==> config.mk <==
export PLATFORM = sky130hd
export DESIGN_NAME = pipeline_hazard_ctrl
export DESIGN_NICKNAME = d
export VERILOG_FILES = /design/src/rtl/pipeline_hazard_ctrl.sv
export SDC_FILE = /design/constraint.sdc
export NUM_CORES = 1
export LEC_CHECK = 0
export BUFFER_PORTS_ARGS = -buffer_cell sky130_fd_sc_hd__buf_2
export CAP_MARGIN = 20
export CELL_PAD_IN_SITES_DETAIL_PLACEMENT = 1
export CELL_PAD_IN_SITES_GLOBAL_PLACEMENT = 2
export CORE_MARGIN = 4
export CORE_UTILIZATION = 30
export DETAILED_ROUTE_END_ITERATION = 8
export GPL_ROUTABILITY_DRIVEN = 0
export HOLD_SLACK_MARGIN = 0.1
export PLACE_DENSITY_LB_ADDON = 0.1
export SETUP_SLACK_MARGIN = 0.5
export SYNTH_ARGS = -nofsm -noshare
export SYNTH_HDL_FRONTEND = slang
export SYNTH_SLANG_ARGS = --single-unit
==> constraint.sdc <==
create_clock -name clk -period 3.2 [get_ports clk]
set_input_delay 0.48 -clock clk [delete_from_list [all_inputs] [get_ports clk]]
set_output_delay 0.48 -clock clk [all_outputs]
set_load 0.02 [all_outputs]
==> src/rtl/pipeline_hazard_ctrl.sv <==
// Hazard controller for the 5-stage MIPS pipeline: multi-cycle load-use and HI/LO
// interlocks, branch/jump flushing, and a saturating stall-cycle counter.
module pipeline_hazard_ctrl #(
  parameter int USE_DELAY_SLOT    = 0,
  parameter int LOAD_STALL_CYCLES = 1,
  parameter int MDU_LATENCY       = 4,
  parameter int PERF_W            = 32
) (
  input  logic              clk,
  input  logic              reset,
  input  logic              IFID_MemWr,
  input  logic [4:0]        IFID_Rs,
  input  logic [4:0]        IFID_Rt,
  input  logic              IDEX_MemRead,
  input  logic [4:0]        IDEX_Rt,
  input  logic [1:0]        ID_willjump,
  input  logic              EX_willbranch,
  input  logic              ID_hilo_use,
  input  logic              EX_mdu_start,
  input  logic              perf_clr,
  output logic [1:0]        PC_choice,
  output logic [1:0]        IFID_choice,
  output logic [1:0]        IDEX_choice,
  output logic              stall,
  output logic [PERF_W-1:0] stall_cycles
);

  localparam logic [1:0] SEL_FLUSH = 2'b00;
  localparam logic [1:0] SEL_NORM  = 2'b01;
  localparam logic [1:0] SEL_KEEP  = 2'b10;

  localparam logic [2:0]        LU_RELOAD  = 3'(LOAD_STALL_CYCLES - 1);
  localparam logic [3:0]        MDU_RELOAD = 4'(MDU_LATENCY - 1);
  localparam logic [PERF_W-1:0] PERF_MAX   = '1;

  logic [2:0] lu_cnt;
  logic [3:0] mdu_cnt;
  logic       lu_hit;
  logic       lu_stall;
  logic       mdu_stall;
  logic       hold;
  logic       jump_flush;

  function automatic logic [PERF_W-1:0] sat_inc(input logic [PERF_W-1:0] v);
    return (v == PERF_MAX) ? v : v + PERF_W'(1);
  endfunction

  // A store's Rt is write data consumed in MEM, so it cannot cause a load-use hazard.
  assign lu_hit = IDEX_MemRead && (IDEX_Rt != 5'd0) &&
                  ((IDEX_Rt == IFID_Rs) || (!IFID_MemWr && (IDEX_Rt == IFID_Rt)));

  assign lu_stall   = lu_hit || (lu_cnt != 3'd0);
  assign mdu_stall  = ID_hilo_use && ((mdu_cnt != 4'd0) || EX_mdu_start);
  assign hold       = lu_stall || mdu_stall;
  assign jump_flush = (USE_DELAY_SLOT == 0) && (ID_willjump != 2'b00);

  always_comb begin
    PC_choice   = SEL_NORM;
    IFID_choice = SEL_NORM;
    IDEX_choice = SEL_NORM;
    if (!reset) begin
      if (EX_willbranch) begin
        IFID_choice = SEL_FLUSH;
        IDEX_choice = SEL_FLUSH;
      end else if (hold) begin
        PC_choice   = SEL_KEEP;
        IFID_choice = SEL_KEEP;
        IDEX_choice = SEL_FLUSH;
      end else if (jump_flush) begin
        IFID_choice = SEL_FLUSH;
      end
    end
  end

  assign stall = (PC_choice == SEL_KEEP);

  always_ff @(posedge clk) begin
    if (reset) begin
      lu_cnt       <= 3'd0;
      mdu_cnt      <= 4'd0;
      stall_cycles <= '0;
    end else begin
      // A taken branch squashes the stalled instruction, so its remaining bubbles go too.
      if (EX_willbranch)
        lu_cnt <= 3'd0;
      else if (lu_hit && (lu_cnt == 3'd0))
        lu_cnt <= LU_RELOAD;
      else if (lu_cnt != 3'd0)
        lu_cnt <= lu_cnt - 3'd1;

      if (EX_mdu_start)
        mdu_cnt <= MDU_RELOAD;
      else if (mdu_cnt != 4'd0)
        mdu_cnt <= mdu_cnt - 4'd1;

      if (perf_clr)
        stall_cycles <= '0;
      else if (stall)
        stall_cycles <= sat_inc(stall_cycles);
    end
  end

endmodule
Yosys cells after proc, flatten, opt, wreduce, memory -nomap -nowiden. Cells that the tools add are included.

Add/sub/neg operators: 3. Equal/unequal tests: 4. Muxes and demuxes: 12. Bitwise operators: 1. Reductions and logical operators: 20.

Operators by type and width (number): 32-bit by 1-bit adder with 32-bit output, second input constant (1); 32-bit == test, second input constant (1); 2-bit two-way mux (8); 5-bit == test (2); 1-bit logical AND (5); 5-bit nonzero test (1); 1-bit logical OR (4); 1-bit two-way mux (4); 2-bit nonzero test (2); 4-bit nonzero test (1); 2-bit OR reduction (2); 4-bit by 1-bit subtractor with 4-bit output, second input constant (1); 3-bit logical NOT (1); 3-bit nonzero test (1); 3-bit OR reduction (1); 3-bit by 1-bit subtractor with 3-bit output, second input constant (1); 2-bit == test, second input constant (1); 2-bit AND reduction (1); 1-bit logical NOT (1); 1-bit NOT (1).

Bits in registers: 39. Input port bits: 25. Output and inout port bits: 39.

Logic depth before layout (Yosys ltp).
Depth in word-level cells: 11. Depth in mapped cells: 11. Mapped depth without buffers: 9.

Worst setup path after synthesis. Ideal clock, no wire load.

Path kind: in2out. From: in IDEX_Rt[1]. To: out IFID_choice[0]. Data arrival time: 2084 ps. Required time: 2720 ps. Slack: 636 ps. Stages on the path: 5. Path through: or4_1 > o21ai_1 > nor2_1 > or3_1 > o31ai_1.

Word-level cells in the longest chain between the ends: 9. Elaborated cells between the ends (all ways): 12. Those cells by class: eq/ne (2); mux (3); reduce/logical (7).

RTL lines: start: declaration (line 15) `input logic [4:0] IDEX_Rt,`; 5-bit == test (line 50) `((IDEX_Rt == IFID_Rs) || (!IFID_MemWr && (IDEX_Rt == IFID_Rt)));`; 1-bit logical AND (line 50); 1-bit logical OR (line 50); 1-bit logical AND (*) (line 49) `assign lu_hit = IDEX_MemRead && (IDEX_Rt != 5'd0) &&`; 1-bit logical OR (*) (line 52) `assign lu_stall = lu_hit || (lu_cnt != 3'd0);`; 1-bit logical OR (*) (line 54) `assign hold = lu_stall || mdu_stall;`; 2-bit two-way mux (*) (line 65) `end else if (hold) begin`; 2-bit two-way mux (*) (line 62) `if (EX_willbranch) begin`; 2-bit two-way mux (*) (line 61) `if (!reset) begin`; end: declaration (line 22) `output logic [1:0] IFID_choice,`.

Every way passes the cells marked *; elsewhere a longest branch is shown, timed or not.

Worst setup path in the final report.
From: reg mdu_cnt[1]. To: out IFID_choice[0].

Word-level cells in the longest chain between the ends: 7.

RTL lines: start: declaration (line 37) `logic [3:0] mdu_cnt;`; start signal: assignment (line 94) `mdu_cnt <= mdu_cnt - 4'd1;`; 4-bit nonzero test (line 53) `assign mdu_stall = ID_hilo_use && ((mdu_cnt != 4'd0) || EX_mdu_start);`; 1-bit logical OR (line 53); 1-bit logical AND (line 53); 1-bit logical OR (line 54); 2-bit two-way mux (line 65); 2-bit two-way mux (line 62); 2-bit two-way mux (line 61).

No other way between the ends.

==> metrics.yaml <==
status: "finished clean"
r2r_start: "lu_cnt[0]"
path_class: "reg2out"
portBuffers: 62
tritoncts: "built"
insertedDiodeCount: 0
coreArea_mm2: 0.00725
io_pins: 64
numCtsBuffers: 5
routed_via_density: 4.92
synth_cell_types: 52
root_buffer: "clkbuf_8"
fmax_mhz: 380
synthArstFlopShare: 0
fin_crit_sh: 0.823
drt-total-wl_um: 6110
rr_endpoint: "stall_cycles[17]"
antenna_found_initial: 0
multi_input_area_mm2: 0.00137
path_common_cell: "nand2_1"
ys_seq_area_frac: 0.349
cap_viol_max_count: 0
clockBufferDepth: 2
synth_nets: 298
hpwl_um: 4590
drt.antenna.violating_nets: 0
fill_cells: 914
r2r_cells: 9
end_kind: "output port"
holdCritStartpoint: "EX_willbranch"
worst_setup_path_start_kind: "flop"
core.rowCount: 31
drv_slew: 0
path_clk_slew_ns: 0.09
synth_common_cells: "dfxtp_1, nor2_1, nand2_1"
hold_violations: 0
seqCellArea_um2: 783
vias: 2117
synth_cells: 268
synth.top_cell.area_share: 0.349
fin_nets: 360
synth_area_leader_cell: "dfxtp_1"
drc_errors: 0
ys_ff_latch: 39
drive_above_1_share: 0.305
critPathSlowestCell: "or4b_4"
ys.flop_type: "dfxtp_1"
die_x_um: 94.4
hold_depth: 2
initial_core_util: 0.308
yosysMostFrequentCell: "dfxtp_1"
dr.first_iter.drc_count: 38
wl_per_cell_um: 14.2
crit_family: "simple AND/OR/NAND/NOR gates"
die_area_mm2: 0.00890
relSlewSlack: 0.576
fin_tns_setup_ns: 0
ir_worst_vdd_mv: 0.145
fin_worst_skew_ns: 0.00876
worst-path-buf-inv: 2
cpPeakStageDelay_ns: 0.46
cts_max_level: 2
synthTopCellsByArea: "dfxtp_1, nor2_1, xnor2_1"
drtPass1Iterations: 4
required_ns: 2.72
grt_pass1_wl_um: 10200
first_global_vias: 2164
grt_overflow: 0
postLayoutCoreUtil: 0.381
synth_edf_count: 0
fin_total_pwr_mw: 0.977
clock_sinks: 39
ctsHoldBuffers: 0
finalSetupViolCount: 0
clk_latency_ns: 0.30
arrival_ns: 2.15
min_path_type: "in2reg"
rrSetupSlack_ns: 0.80
p_per_area_mw_per_mm2: 354
rsz0062_at_grt: "yes"
syn_area_mm2: 0.00224
grt_max_degree: 32
fin_crit_ns: 2.63
cp_max_fo: 2
tightestPinTransition_ns: 0.636
whs_endpoint: "lu_cnt[2]"
leakagePower_nw: 1.15
place_ws_ns: 0.521
area_growth_pct: 23.4
fin_ws_ns: 0.565
grt_usage: 0.143
ys.warnings.count: 0
crit_chain: "inv_2, ha_4, or4b_4, nand2_1, nand2_1, or3_4, o31ai_2, buf_4"
syn_area_per_cell_um2: 8.35
die_h_um: 94.4
## area by class of cell
| class | instances | area share |
|---|---|---|
| clock inverters | 2 | 0.00453 |
| clock buffers | 6 | 0.0263 |
| flip-flops and latches | 39 | 0.284 |
| repair buffers | 68 | 0.134 |
| well taps | 99 | 0.0449 |
| multi-input cells | 209 | 0.497 |
| inverters | 7 | 0.00952 |
## how the worst max path moves through the flow
stage	cells after the start	startpoint	to
finish	8	mdu_cnt[1]	IFID_choice[0]
global route	9	mdu_cnt[1]	PC_choice[0]
CTS	8	mdu_cnt[1]	IFID_choice[0]
detailed placement	7	IDEX_Rt[1]	IFID_choice[0]
global placement	7	IDEX_Rt[1]	IFID_choice[0]
floorplan	5	IDEX_Rt[1]	IFID_choice[0]
## report_power, final
group	internal [mW]	switching, mW
clock network	0.153	0.194
registers	0.491	0.00500
logic	0.0631	0.0714
total	0.707	0.270
## what timing repair did
item | in CTS | in global routing
hold endpoints to repair | 0 | 0
resized for setup | 11 | 6
pin swaps | 5 | 1
endpoints found under the setup margin | 4 | 4
setup buffers | 4 | 0
## worst register-to-register path: cells and delay by family (launching register included)
kind                       cells  cell delay [ns]
AOI/OAI and AO/OA              4             0.70
adders and majority gates      1             0.21
buffers and inverters          1             0.07
DFF                            1             0.36
and+or+nand+nor                3             0.96
## routing by layer
metal  wire, um  up-vias  track usage
met5          0        -            0
met3        321        5       0.0263
met1       2880     1007        0.187
met2       2850       45        0.242
met4         57        0       0.0397
li1           -     1060            -
## kinds of logic after synthesis
logic type	Yosys count	share of synthesized area
AND/OR/NAND/NOR	137	0.337
flip-flops	39	0.349
AO/OA/AOI/OAI	34	0.104
XOR/XNOR	30	0.117
buffers and inverters	20	0.0537
adder cells (fa/ha/maj)	5	0.0280
multiplexers	2	0.00895
other	1	0.00168
## per-stage QoR
stage | cells | hold slack (ns) | instance area [um2]
global route | 430 | 0.368 | 2760
detailed placement | 418 | 0.505 | 2590
CTS | 430 | 0.359 | 2740
global placement | 418 | 0.489 | 2590
floorplan | 268 | 0.504 | 2240
finish | 430 | 0.367 | 2760
## layout by cell type (no fill, tap or decap), types with 2 or more instances in the layout
cell / count
buf_2: 61
nor2_1: 37
dfxtp_1: 37
nand2_1: 24
nand3_1: 16
xnor2_1: 15
xor2_1: 15
a21oi_1: 12
nand4_1: 8
nor3_1: 8
or3_1: 7
buf_4: 6
inv_1: 5
o21ai_0: 5
clkbuf_8: 5
or4_1: 4
and4_1: 4
ha_1: 4
and3_2: 3
and3_1: 3
and2_1: 3
nor3b_1: 3
nand3b_1: 3
inv_2: 2
a21boi_2: 2
nand4b_1: 2
mux2i_1: 2
a31o_1: 2
o211ai_1: 2
dfxtp_2: 2
## state kept, by name (all words and copies together) (netlist names)
register and cells:
stall_cycles 32, lu_cnt 3, mdu_cnt 4
No activity file was read; power rests on OpenSTA's default activity.
